--- src/rtl/lcd_bus_rx.sv ---
`default_nettype none
// ============================================================================
//  Module      : lcd_bus_rx
//  Description : Receiver for an 8080-style 8-bit LCD controller bus, as seen
//                by a display panel. Decodes commands, tracks the CASET/PASET
//                drawing window, assembles RAMWR byte pairs into RGB565
//                pixels with auto-incrementing column/page addresses, keeps
//                the display status flags and generates the tearing-effect
//                (fmark) pulse.
//  Revision    : 1.0 - initial release
// ----------------------------------------------------------------------------
//  Parameters
//    P_LOW_FIRST  1: first RAMWR byte is pixel[7:0]; 0: first is pixel[15:8]
//    P_TE_PERIOD  tearing-effect frame period in i_clk cycles
//    P_TE_PULSE   fmark high time in i_clk cycles (< P_TE_PERIOD)
//  Ports
//    i_clk        system clock, rising edge
//    i_reset      synchronous active-high reset
//    i_lcd_data   bus data byte (synchronous to i_clk)
//    i_lcd_rs     0 = command, 1 = parameter / pixel data
//    i_lcd_wr     active-low write strobe, byte taken on its rising edge
//    o_lcd_fmark  tearing-effect pulse
//    o_pix_valid  one-cycle pixel strobe with o_pix_x / o_pix_y / o_pix_data
//    o_cmd_valid  one-cycle command strobe with o_cmd
//    o_disp_on    display-on flag
//    o_sleep_out  sleep-out flag
//    o_te_en      tearing-effect output enable flag
//    o_err        one-cycle protocol error pulse
// ============================================================================
module lcd_bus_rx #(
    parameter int P_LOW_FIRST = 1,
    parameter int P_TE_PERIOD = 1000,
    parameter int P_TE_PULSE  = 10
) (
    input  logic        i_clk,
    input  logic        i_reset,
    input  logic [7:0]  i_lcd_data,
    input  logic        i_lcd_rs,
    input  logic        i_lcd_wr,
    output logic        o_lcd_fmark,
    output logic        o_pix_valid,
    output logic [15:0] o_pix_x,
    output logic [15:0] o_pix_y,
    output logic [15:0] o_pix_data,
    output logic        o_cmd_valid,
    output logic [7:0]  o_cmd,
    output logic        o_disp_on,
    output logic        o_sleep_out,
    output logic        o_te_en,
    output logic        o_err
);

    // ------------------------------------------------------------------------
    // Constants
    // ------------------------------------------------------------------------
    localparam int c_TE_W = (P_TE_PERIOD > 1) ? $clog2(P_TE_PERIOD) : 1;
    localparam logic [c_TE_W-1:0] c_TE_LAST  = c_TE_W'(P_TE_PERIOD - 1);
    localparam logic [c_TE_W-1:0] c_TE_PULSE = c_TE_W'(P_TE_PULSE);

    localparam logic [15:0] c_EC_RST = 16'd239;
    localparam logic [15:0] c_EP_RST = 16'd319;

    localparam logic [7:0] c_CMD_NOP    = 8'h00;
    localparam logic [7:0] c_CMD_SWRST  = 8'h01;
    localparam logic [7:0] c_CMD_SLPIN  = 8'h10;
    localparam logic [7:0] c_CMD_SLPOUT = 8'h11;
    localparam logic [7:0] c_CMD_DISOFF = 8'h28;
    localparam logic [7:0] c_CMD_DISON  = 8'h29;
    localparam logic [7:0] c_CMD_CASET  = 8'h2A;
    localparam logic [7:0] c_CMD_PASET  = 8'h2B;
    localparam logic [7:0] c_CMD_RAMWR  = 8'h2C;
    localparam logic [7:0] c_CMD_TEOFF  = 8'h34;
    localparam logic [7:0] c_CMD_TEON   = 8'h35;

    typedef enum logic [2:0] {
        IDLE  = 3'd0,
        CASET = 3'd1,
        PASET = 3'd2,
        RAMWR = 3'd3,
        OTHER = 3'd4
    } state_t;

    // ------------------------------------------------------------------------
    // State registers and their next-state values
    // ------------------------------------------------------------------------
    state_t            r_state, w_state_nx;
    logic              r_wr_q;
    logic              r_phase, w_phase_nx;
    logic [1:0]        r_pidx, w_pidx_nx;
    logic [7:0]        r_p0, w_p0_nx;
    logic [7:0]        r_p1, w_p1_nx;
    logic [7:0]        r_p2, w_p2_nx;
    logic [7:0]        r_byte0, w_byte0_nx;
    logic [15:0]       r_x, w_x_nx;
    logic [15:0]       r_y, w_y_nx;
    logic [15:0]       r_sc, w_sc_nx;
    logic [15:0]       r_ec, w_ec_nx;
    logic [15:0]       r_sp, w_sp_nx;
    logic [15:0]       r_ep, w_ep_nx;
    logic              r_disp_on, w_disp_on_nx;
    logic              r_sleep_out, w_sleep_out_nx;
    logic              r_te_en, w_te_en_nx;
    logic              r_pix_valid, w_pix_valid_nx;
    logic [15:0]       r_pix_x, w_pix_x_nx;
    logic [15:0]       r_pix_y, w_pix_y_nx;
    logic [15:0]       r_pix_data, w_pix_data_nx;
    logic              r_cmd_valid, w_cmd_valid_nx;
    logic [7:0]        r_cmd, w_cmd_nx;
    logic              r_err, w_err_nx;
    logic              w_soft_rst;
    logic [c_TE_W-1:0] r_te_cnt;
    logic              r_fmark;

    // ------------------------------------------------------------------------
    // Byte capture: the bus is already synchronous, so a rising edge of the
    // write strobe is simply "high now, low last cycle".
    // ------------------------------------------------------------------------
    logic w_capture;
    assign w_capture = i_lcd_wr & ~r_wr_q;

    // Window bounds formed by the fourth CASET/PASET byte; an inverted
    // window collapses to a single column/page at the start address.
    logic [15:0] w_win_start;
    logic [15:0] w_win_end_raw;
    logic [15:0] w_win_end;
    assign w_win_start   = {r_p0, r_p1};
    assign w_win_end_raw = {r_p2, i_lcd_data};
    assign w_win_end     = (w_win_start > w_win_end_raw) ? w_win_start : w_win_end_raw;

    // Second byte of a pixel completes the RGB565 word.
    logic [15:0] w_pix_word;
    assign w_pix_word = (P_LOW_FIRST != 0) ? {i_lcd_data, r_byte0} : {r_byte0, i_lcd_data};

    // ------------------------------------------------------------------------
    // Next-state / output logic
    // ------------------------------------------------------------------------
    always_comb begin
        w_state_nx     = r_state;
        w_phase_nx     = r_phase;
        w_pidx_nx      = r_pidx;
        w_p0_nx        = r_p0;
        w_p1_nx        = r_p1;
        w_p2_nx        = r_p2;
        w_byte0_nx     = r_byte0;
        w_x_nx         = r_x;
        w_y_nx         = r_y;
        w_sc_nx        = r_sc;
        w_ec_nx        = r_ec;
        w_sp_nx        = r_sp;
        w_ep_nx        = r_ep;
        w_disp_on_nx   = r_disp_on;
        w_sleep_out_nx = r_sleep_out;
        w_te_en_nx     = r_te_en;
        w_pix_valid_nx = 1'b0;
        w_pix_x_nx     = r_pix_x;
        w_pix_y_nx     = r_pix_y;
        w_pix_data_nx  = r_pix_data;
        w_cmd_valid_nx = 1'b0;
        w_cmd_nx       = r_cmd;
        w_err_nx       = 1'b0;
        w_soft_rst     = 1'b0;

        if (w_capture) begin
            if (!i_lcd_rs) begin
                // Command byte: always accepted, restarts parameter parsing.
                w_cmd_valid_nx = 1'b1;
                w_cmd_nx       = i_lcd_data;
                w_pidx_nx      = 2'd0;
                w_phase_nx     = 1'b0;
                // A half-received pixel is dropped and flagged.
                if (r_state == RAMWR && r_phase) begin
                    w_err_nx = 1'b1;
                end
                // Commands without their own state swallow any parameters.
                w_state_nx = OTHER;
                case (i_lcd_data)
                    c_CMD_NOP:    w_state_nx = IDLE;
                    c_CMD_CASET:  w_state_nx = CASET;
                    c_CMD_PASET:  w_state_nx = PASET;
                    c_CMD_RAMWR: begin
                        w_state_nx = RAMWR;
                        w_x_nx     = r_sc;
                        w_y_nx     = r_sp;
                    end
                    c_CMD_SLPOUT: w_sleep_out_nx = 1'b1;
                    c_CMD_SLPIN:  w_sleep_out_nx = 1'b0;
                    c_CMD_DISON:  w_disp_on_nx   = 1'b1;
                    c_CMD_DISOFF: w_disp_on_nx   = 1'b0;
                    c_CMD_TEON:   w_te_en_nx     = 1'b1;
                    c_CMD_TEOFF:  w_te_en_nx     = 1'b0;
                    c_CMD_SWRST: begin
                        // Software reset: everything except the free-running
                        // TE counter returns to its power-on value. The
                        // command strobe itself still reports 0x01.
                        w_soft_rst     = 1'b1;
                        w_state_nx     = IDLE;
                        w_x_nx         = 16'd0;
                        w_y_nx         = 16'd0;
                        w_sc_nx        = 16'd0;
                        w_ec_nx        = c_EC_RST;
                        w_sp_nx        = 16'd0;
                        w_ep_nx        = c_EP_RST;
                        w_disp_on_nx   = 1'b0;
                        w_sleep_out_nx = 1'b0;
                        w_te_en_nx     = 1'b0;
                        w_pix_x_nx     = 16'd0;
                        w_pix_y_nx     = 16'd0;
                        w_pix_data_nx  = 16'd0;
                    end
                    default: ;
                endcase
            end else begin
                case (r_state)
                    IDLE: begin
                        // Data with no command to own it.
                        w_err_nx = 1'b1;
                    end
                    CASET, PASET: begin
                        case (r_pidx)
                            2'd0: w_p0_nx = i_lcd_data;
                            2'd1: w_p1_nx = i_lcd_data;
                            2'd2: w_p2_nx = i_lcd_data;
                            default: begin
                                if (r_state == CASET) begin
                                    w_sc_nx = w_win_start;
                                    w_ec_nx = w_win_end;
                                end else begin
                                    w_sp_nx = w_win_start;
                                    w_ep_nx = w_win_end;
                                end
                                w_state_nx = IDLE;
                            end
                        endcase
                        w_pidx_nx = r_pidx + 2'd1;
                    end
                    RAMWR: begin
                        if (!r_phase) begin
                            w_byte0_nx = i_lcd_data;
                            w_phase_nx = 1'b1;
                        end else begin
                            w_phase_nx     = 1'b0;
                            w_pix_valid_nx = 1'b1;
                            w_pix_x_nx     = r_x;
                            w_pix_y_nx     = r_y;
                            w_pix_data_nx  = w_pix_word;
                            // Raster advance inside the window, wrapping to
                            // the window origin after the last pixel.
                            if (r_x == r_ec) begin
                                w_x_nx = r_sc;
                                w_y_nx = (r_y == r_ep) ? r_sp : r_y + 16'd1;
                            end else begin
                                w_x_nx = r_x + 16'd1;
                            end
                        end
                    end
                    default: ;  // OTHER: parameters silently ignored
                endcase
            end
        end
    end

    // ------------------------------------------------------------------------
    // Registers
    // ------------------------------------------------------------------------
    always_ff @(posedge i_clk) begin
        if (i_reset) begin
            r_state     <= IDLE;
            r_wr_q      <= 1'b1;
            r_phase     <= 1'b0;
            r_pidx      <= 2'd0;
            r_p0        <= 8'd0;
            r_p1        <= 8'd0;
            r_p2        <= 8'd0;
            r_byte0     <= 8'd0;
            r_x         <= 16'd0;
            r_y         <= 16'd0;
            r_sc        <= 16'd0;
            r_ec        <= c_EC_RST;
            r_sp        <= 16'd0;
            r_ep        <= c_EP_RST;
            r_disp_on   <= 1'b0;
            r_sleep_out <= 1'b0;
            r_te_en     <= 1'b0;
            r_pix_valid <= 1'b0;
            r_pix_x     <= 16'd0;
            r_pix_y     <= 16'd0;
            r_pix_data  <= 16'd0;
            r_cmd_valid <= 1'b0;
            r_cmd       <= 8'd0;
            r_err       <= 1'b0;
        end else begin
            r_state     <= w_state_nx;
            r_wr_q      <= i_lcd_wr;
            r_phase     <= w_phase_nx;
            r_pidx      <= w_pidx_nx;
            r_p0        <= w_p0_nx;
            r_p1        <= w_p1_nx;
            r_p2        <= w_p2_nx;
            r_byte0     <= w_byte0_nx;
            r_x         <= w_x_nx;
            r_y         <= w_y_nx;
            r_sc        <= w_sc_nx;
            r_ec        <= w_ec_nx;
            r_sp        <= w_sp_nx;
            r_ep        <= w_ep_nx;
            r_disp_on   <= w_disp_on_nx;
            r_sleep_out <= w_sleep_out_nx;
            r_te_en     <= w_te_en_nx;
            r_pix_valid <= w_pix_valid_nx;
            r_pix_x     <= w_pix_x_nx;
            r_pix_y     <= w_pix_y_nx;
            r_pix_data  <= w_pix_data_nx;
            r_cmd_valid <= w_cmd_valid_nx;
            r_cmd       <= w_cmd_nx;
            r_err       <= w_err_nx;
        end
    end

    // Tearing-effect generator: the frame counter never stops (not even for
    // software reset); only the output is gated by te_en.
    always_ff @(posedge i_clk) begin
        if (i_reset) begin
            r_te_cnt <= '0;
            r_fmark  <= 1'b0;
        end else begin
            r_te_cnt <= (r_te_cnt == c_TE_LAST) ? '0 : r_te_cnt + 1'b1;
            r_fmark  <= w_soft_rst ? 1'b0 : (r_te_en && (r_te_cnt < c_TE_PULSE));
        end
    end

    // ------------------------------------------------------------------------
    // Outputs
    // ------------------------------------------------------------------------
    assign o_lcd_fmark = r_fmark;
    assign o_pix_valid = r_pix_valid;
    assign o_pix_x     = r_pix_x;
    assign o_pix_y     = r_pix_y;
    assign o_pix_data  = r_pix_data;
    assign o_cmd_valid = r_cmd_valid;
    assign o_cmd       = r_cmd;
    assign o_disp_on   = r_disp_on;
    assign o_sleep_out = r_sleep_out;
    assign o_te_en     = r_te_en;
    assign o_err       = r_err;

endmodule
`default_nettype wire
--- config.mk ---
export PLATFORM = sky130hd
export DESIGN_NAME = lcd_bus_rx
export DESIGN_NICKNAME = d
export VERILOG_FILES = /design/src/rtl/lcd_bus_rx.sv
export SDC_FILE = /design/constraint.sdc
export NUM_CORES = 1
export LEC_CHECK = 0
export CORE_MARGIN = 5
export CORE_UTILIZATION = 40
export DETAILED_ROUTE_END_ITERATION = 10
export DONT_BUFFER_PORTS = 1
export PLACE_DENSITY_LB_ADDON = 0.12
export SETUP_SLACK_MARGIN = 0.2
export SLEW_MARGIN = 5
export SYNTH_ARGS = -nofsm -noshare
export SYNTH_HDL_FRONTEND = slang
export SYNTH_SLANG_ARGS = --single-unit
--- constraint.sdc ---
create_clock -name i_clk -period 3 [get_ports i_clk]
set_input_delay 0.45 -clock i_clk [delete_from_list [all_inputs] [get_ports i_clk]]
set_output_delay 0.45 -clock i_clk [all_outputs]
set_load 0.01 [all_outputs]
==> results of run 1 <==
## cell type report
class | count | area share, %
repair buffers | 44 | 3.03
inverters | 42 | 1.38
multi-input cells | 853 | 47.1
well taps | 330 | 3.62
flip-flops and latches | 208 | 36.5
clock buffers | 32 | 6.44
clock inverters | 16 | 1.88
## state kept, by name (all words and copies together), names as in the netlist, 10 cells and up
name        count
r_sc           16
r_y            16
r_ep           16
r_ec           16
r_sp           16
o_pix_x        16
r_te_cnt       10
o_pix_data     16
r_x            16
o_pix_y        16
## cells in the mapped netlist (3+ instances only)
cell type	instances	share of area (%)
o21ai_0	22	1.1
or3_1	3	0.19
a31oi_1	5	0.31
nand2_1	103	3.8
a211oi_1	56	4.2
nand3_1	56	2.8
ha_1	23	2.8
a21oi_1	66	3.3
nor2_1	153	5.7
o31ai_1	14	1.0
o211a_1	3	0.30
o221ai_1	6	0.52
o21ai_1	5	0.25
dfxtp_1	208	41
nor4_1	8	0.49
and3_1	12	0.74
o31a_1	11	0.95
a221oi_1	11	0.95
inv_1	42	1.6
a2111oi_0	12	1.0
clkbuf_1	81	3.0
and4_1	5	0.43
nor3_1	27	1.3
buf_2	21	1.0
a22oi_1	77	5.7
and2_1	8	0.49
nand2b_1	8	0.49
o21a_1	7	0.52
xnor2_1	37	3.2
buf_1	5	0.19
mux2i_1	34	3.4
xor2_1	31	2.7
nand4_1	18	1.1
## per-layer routing
metal | wire [um] | track usage, %
met2 | 13700 | 32.9
met5 | 0 | 0
met1 | 14800 | 30.1
met3 | 1640 | 3.26
met4 | 599 | 4.83
## stage by stage
| step | worst slack, ns | hold slack [ns] | utilization (%) | instance area [um2] | std cells |
|---|---|---|---|---|---|
| 2_1_floorplan | 0.387 | 0.418 | - | 10100 | 1213 |
| 3_3_place_gp | 0.433 | 0.431 | 41.6 | 10400 | 1473 |
| 3_5_place_dp | 0.374 | 0.437 | 41.6 | 10400 | 1473 |
| 4_1_cts | 0.382 | 0.00915 | 45.4 | 11400 | 1521 |
| 5_1_grt | 0.234 | 0.00602 | 45.5 | 11400 | 1525 |
| 6_report | 0.410 | 0.0269 | 45.5 | 11400 | 1525 |
## how the worst max path moves through the flow
| stage | from | endpoint | cells past startpoint |
|---|---|---|---|
| after floorplan | i_lcd_data[5] | r_ec[0]$_SDFFE_PP1P_ | 10 |
| after detailed placement | i_lcd_data[2] | r_ec[2]$_SDFFE_PP1P_ | 6 |
| after global placement | r_p2[5]$_SDFFE_PP0P_ | r_ep[8]$_SDFFE_PP1P_ | 9 |
| after global routing | r_p1[7]$_SDFFE_PP0P_ | r_ec[1]$_SDFFE_PP1P_ | 8 |
| after CTS | r_p2[5]$_SDFFE_PP0P_ | r_ep[8]$_SDFFE_PP1P_ | 9 |
| final | r_p1[7]$_SDFFE_PP0P_ | r_ec[3]$_SDFFE_PP1P_ | 8 |
## cells by family after synthesis
logic type               after synthesis
XOR/XNOR                              68
AO/OA/AOI/OAI                        313
adder cells (fa/ha/maj)               23
flip-flops                           208
buffers and inverters                152
multiplexers                          34
AND/OR/NAND/NOR                      415
## repair_timing
item                                    4_1_cts  5_1_grt
endpoints found under the hold margin         0        1
endpoints found under the setup margin        0       23
buffers inserted                              0        3
hold buffers                                  0        1
gates resized for setup                       0        2
## power by group through the flow
stage          clock network (mW)  logic (mW)  registers (mW)
5_1_grt                      3.61       0.131            2.78
3_3_place_gp                    0       0.117            2.84
3_5_place_dp                    0       0.116            2.84
2_1_floorplan                   0       0.145            2.84
6_report                     3.41       0.119            2.78
4_1_cts                      3.47       0.117            2.78
## worst max-delay path, cell delays in order (launching register included)
cell and delay, ns:
dfxtp_1 0.49, ha_1 0.31, a21oi_1 0.14, o21ai_0 0.12
a221o_1 0.31, o31a_2 0.40, buf_4 0.19, a2111oi_0 0.40
nor3_1 0.11
==> results.toml, run 1 <==
[worst_hold_path]
worstHoldStart = "i_reset"
hold_end = "r_state[2]$_SDFFE_PP0P_"
holdCritPathClass = "in -> reg"
holdPathStages = 1

[yosys]
synthSimpleGateAreaFrac_pct = 18.9
synth_top_family_by_area = "compound AO/OA/AOI/OAI gates"
yosysWarningCount = 0
synthFlopType = "dfxtp_1"
synth_edf_count = 0
synth_fa_ha_area_share_pct = 2.84
ys_async_sr_fraction_pct = 0
postSynthAreaPerCell_um2 = 8.35
syn-num-nets = 1248
syn_area_mm2 = 0.0101
ys_ff_latch = 208
synth.distinct_cells = 61
synth_xor_area_share_pct = 5.88
synth_mux_area_share_pct = 3.36
synth_cells = 1213
synth-compound-area-share_pct = 21.9
seq_area_frac_synth_pct = 41.1

[power_and_ir_drop]
p_switching_mw = 1.33
seqPwrFrac_pct = 44.1
combPwrFrac_pct = 1.9
power_switching_share_pct = 21.1
power_mw = 6.31
pwr_density_cell_mw_per_mm2 = 553
p_leak_nw = 3.90
p_clk_share_pct = 54.0
p_int_mw = 4.98
peakVddDrop_mv = 0.367

[setup_path]
r2r-start = "r_p1[7]$_SDFFE_PP0P_"
crit_type = "reg -> reg"
worstSetupEndpointType = "flop"
cp_max_fo = 7
regToRegEndpoint = "r_ec[3]$_SDFFE_PP1P_"
critPathLaunchType = "flop"
required_ns = 3.40
r2r_cells = 8
crit_arrival_ns = 2.99
ff2ff_setup_slack_ns = 0.41

[grt]
grt_max_degree = 242
grt_usage_pct = 20.8
grt_pass1_wl_um = 48300
grt_pass1_vias = 8195
overflow = 0
antenna_found_initial = 0

[final_layout]
regArea_mm2 = 0.00416
layout_commonest_cell = "dfxtp_1"
drive_gt1_share_pct = 8.87
fillers = 2469
multi_input_area_mm2 = 0.00538
final_cell_mix = "dfxtp_1 (208), nor2_1 (153), nand2_1 (103)"
diodes = 0
syn_to_final_growth_pct = 12.6
nets = 1210

[clocking]
cts.path.max_buffers = 3
cts.htree.levels = 1
cts-buffers-inserted = 26
insertion_delay_ns = 0.53
clkTransAtPathRegs_ns = 0.06
cts_tree = "done"
cts_sinks = 208
cts_root_buf = "clkbuf_16"

[floorplan]
rows = 58
die_w_um = 169
core_mm2 = 0.0250
ios = 75
die_h_um = 169
start_util_pct = 40.5
die_area_mm2 = 0.0286

[sta]
timing.fmax_mhz = 386
tightest_slew_ns = 1.24
finalSetupTns_ns = 0
maxSlewViolCount = 0
hold_violations = 0
relSlewSlack_pct = 17.0
finalClockSkew_ns = 0.0143
rsz0062_at_grt = "no"
fin_crit_sh_pct = 86.3
setup_viol = 0
timing.final.crit_period_ns = 2.59

[detailed_routing]
vias = 8717
ant_nets = 0
drt_first_pass_iters = 5
viasPerCell = 5.72
wirelength_um = 30700
drc = 0
first_iter_violations = 623
wl_per_cell_um = 20.1

[outcome]
outcome = "completed"

[placement]
gp_congestion = 0.840
hpwl_um = 20300
io_buffers = 0

[job]
max_cap_viol_count = 0
No activity file was read; power rests on OpenSTA's default activity.
==> run 2, diff against run 1 <==
CELL_PAD_IN_SITES_DETAIL_PLACEMENT = 0   (was default)
CELL_PAD_IN_SITES_GLOBAL_PLACEMENT = 1   (was default)
==> results.toml, run 2 (synthesis results as in run 1) <==
[sta]
finalSetupTns_ns = 0
timing.final.crit_period_ns = 2.62
rsz0062_at_grt = "no"
relSlewSlack_pct = 16.2
maxSlewViolCount = 0
fin_crit_sh_pct = 87.2
setup_viol = 0
timing.fmax_mhz = 382
hold_violations = 0
tightest_slew_ns = 1.25
finalClockSkew_ns = 0.0154

[floorplan]
ios = 75
rows = 58
die_area_mm2 = 0.0286
start_util_pct = 40.5
die_w_um = 169
die_h_um = 169
core_mm2 = 0.0250

[grt]
grt_pass1_vias = 8219
overflow = 0
grt_pass1_wl_um = 48300
grt_usage_pct = 20.9
antenna_found_initial = 0
grt_max_degree = 240

[power_and_ir_drop]
p_clk_share_pct = 50.9
seqPwrFrac_pct = 47.1
p_int_mw = 4.65
power_mw = 5.90
p_switching_mw = 1.25
power_switching_share_pct = 21.2
peakVddDrop_mv = 0.448
pwr_density_cell_mw_per_mm2 = 521
combPwrFrac_pct = 2.0
p_leak_nw = 3.87

[detailed_routing]
drc = 0
vias = 8678
first_iter_violations = 719
wl_per_cell_um = 20.3
drt_first_pass_iters = 7
wirelength_um = 31000
ant_nets = 0
viasPerCell = 5.69

[placement]
gp_congestion = 0.836
hpwl_um = 20600
io_buffers = 0

[setup_path]
crit_type = "reg -> reg"
r2r-start = "r_p0[6]$_SDFFE_PP0P_"
slowest_delay_ns = 0.44
startpoint = "r_p0[6]$_SDFFE_PP0P_"
cp_max_fo = 14
required_ns = 3.39
path_cells = "ha_1, a21oi_1, nand2_1, a221o_1, o31a_4, buf_4, a2111oi_0, nor3_1"
crit_arrival_ns = 3.01
critPathLaunchType = "flop"
worstSetupEndpointType = "flop"
cpMaxStageDelayCell = "o31a_4"

[outcome]
outcome = "completed"

[final_layout]
nets = 1214
diodes = 0
layout_commonest_cell = "dfxtp_1"
syn_to_final_growth_pct = 11.8
fin_util_pct = 45.2
final_cell_mix = "dfxtp_1 (208), nor2_1 (153), nand2_1 (103)"
drive_gt1_share_pct = 8.38

[worst_hold_path]
worstHoldStart = "i_reset"
holdCritPathClass = "in -> reg"

[clocking]
cts.path.max_buffers = 3
cts-buffers-inserted = 25
cts_setup_buffers = 0
cts_root_buf = "clkbuf_16"
cts_tree = "done"
clkTransAtPathRegs_ns = 0.06
cts_sinks = 208
cts.htree.levels = 1
insertion_delay_ns = 0.53

[job]
max_cap_viol_count = 0
run 2: power by group through the flow:
stage	Clock [mW]	Combinational, mW	Sequential, mW
after floorplan	0	0.145	2.84
after global placement	0	0.118	2.84
after detailed placement	0	0.118	2.84
after CTS	3.08	0.120	2.78
after global routing	3.19	0.132	2.78
final	3.00	0.120	2.78
run 2: final timing paths:
check        slack, ns                     end  cells past startpoint
max               0.38    r_ec[3]$_SDFFE_PP1P_                      8
min               0.02   r_sc[11]$_SDFFE_PP0P_                      1
max reg2reg       0.38    r_ec[3]$_SDFFE_PP1P_                      8
min reg2reg       0.45  r_te_cnt[0]$_SDFF_PP0_                      1
run 2: area by class of cell:
class	count	area (um2)
clock buffer	36	727
timing repair buffer	49	408
tap	330	413
inverter	42	158
multi-input combinational	853	5380
sequential	208	4160
clock inverter	6	83.8
fill	2560	13700
run 2: worst max-delay path: cells and delay by family (launching register included):
kind	cells	cell delay (ns)
simple gates	2	0.18
flops	1	0.42
compound gates	4	1.38
buf+inv	1	0.21
fa+ha+maj	1	0.29
run 2: through the flow:
stage | setup slack, ns | instances | hold WS (ns) | cell area (um2)
floorplan | 0.387 | 1213 | 0.418 | 10100
global placement | 0.274 | 1481 | 0.432 | 10500
detailed placement | 0.206 | 1481 | 0.444 | 10500
CTS | 0.318 | 1524 | 0.000166 | 11300
global route | 0.200 | 1524 | 0.00943 | 11300
finish | 0.384 | 1524 | 0.0169 | 11300
run 2: per-layer routing:
layer	wire, um	vias to the layer above	track usage (%)
li1	-	4289	-
met4	775	0	5.08
met2	14500	183	34.4
met3	1600	47	3.94
met5	0	-	0
met1	14100	4159	28.6
run 2: repair_timing:
item	in CTS	in global routing
setup endpoints to repair	0	13
endpoints found under the hold margin	3	0
hold buffers	1	0
resized for setup	0	1
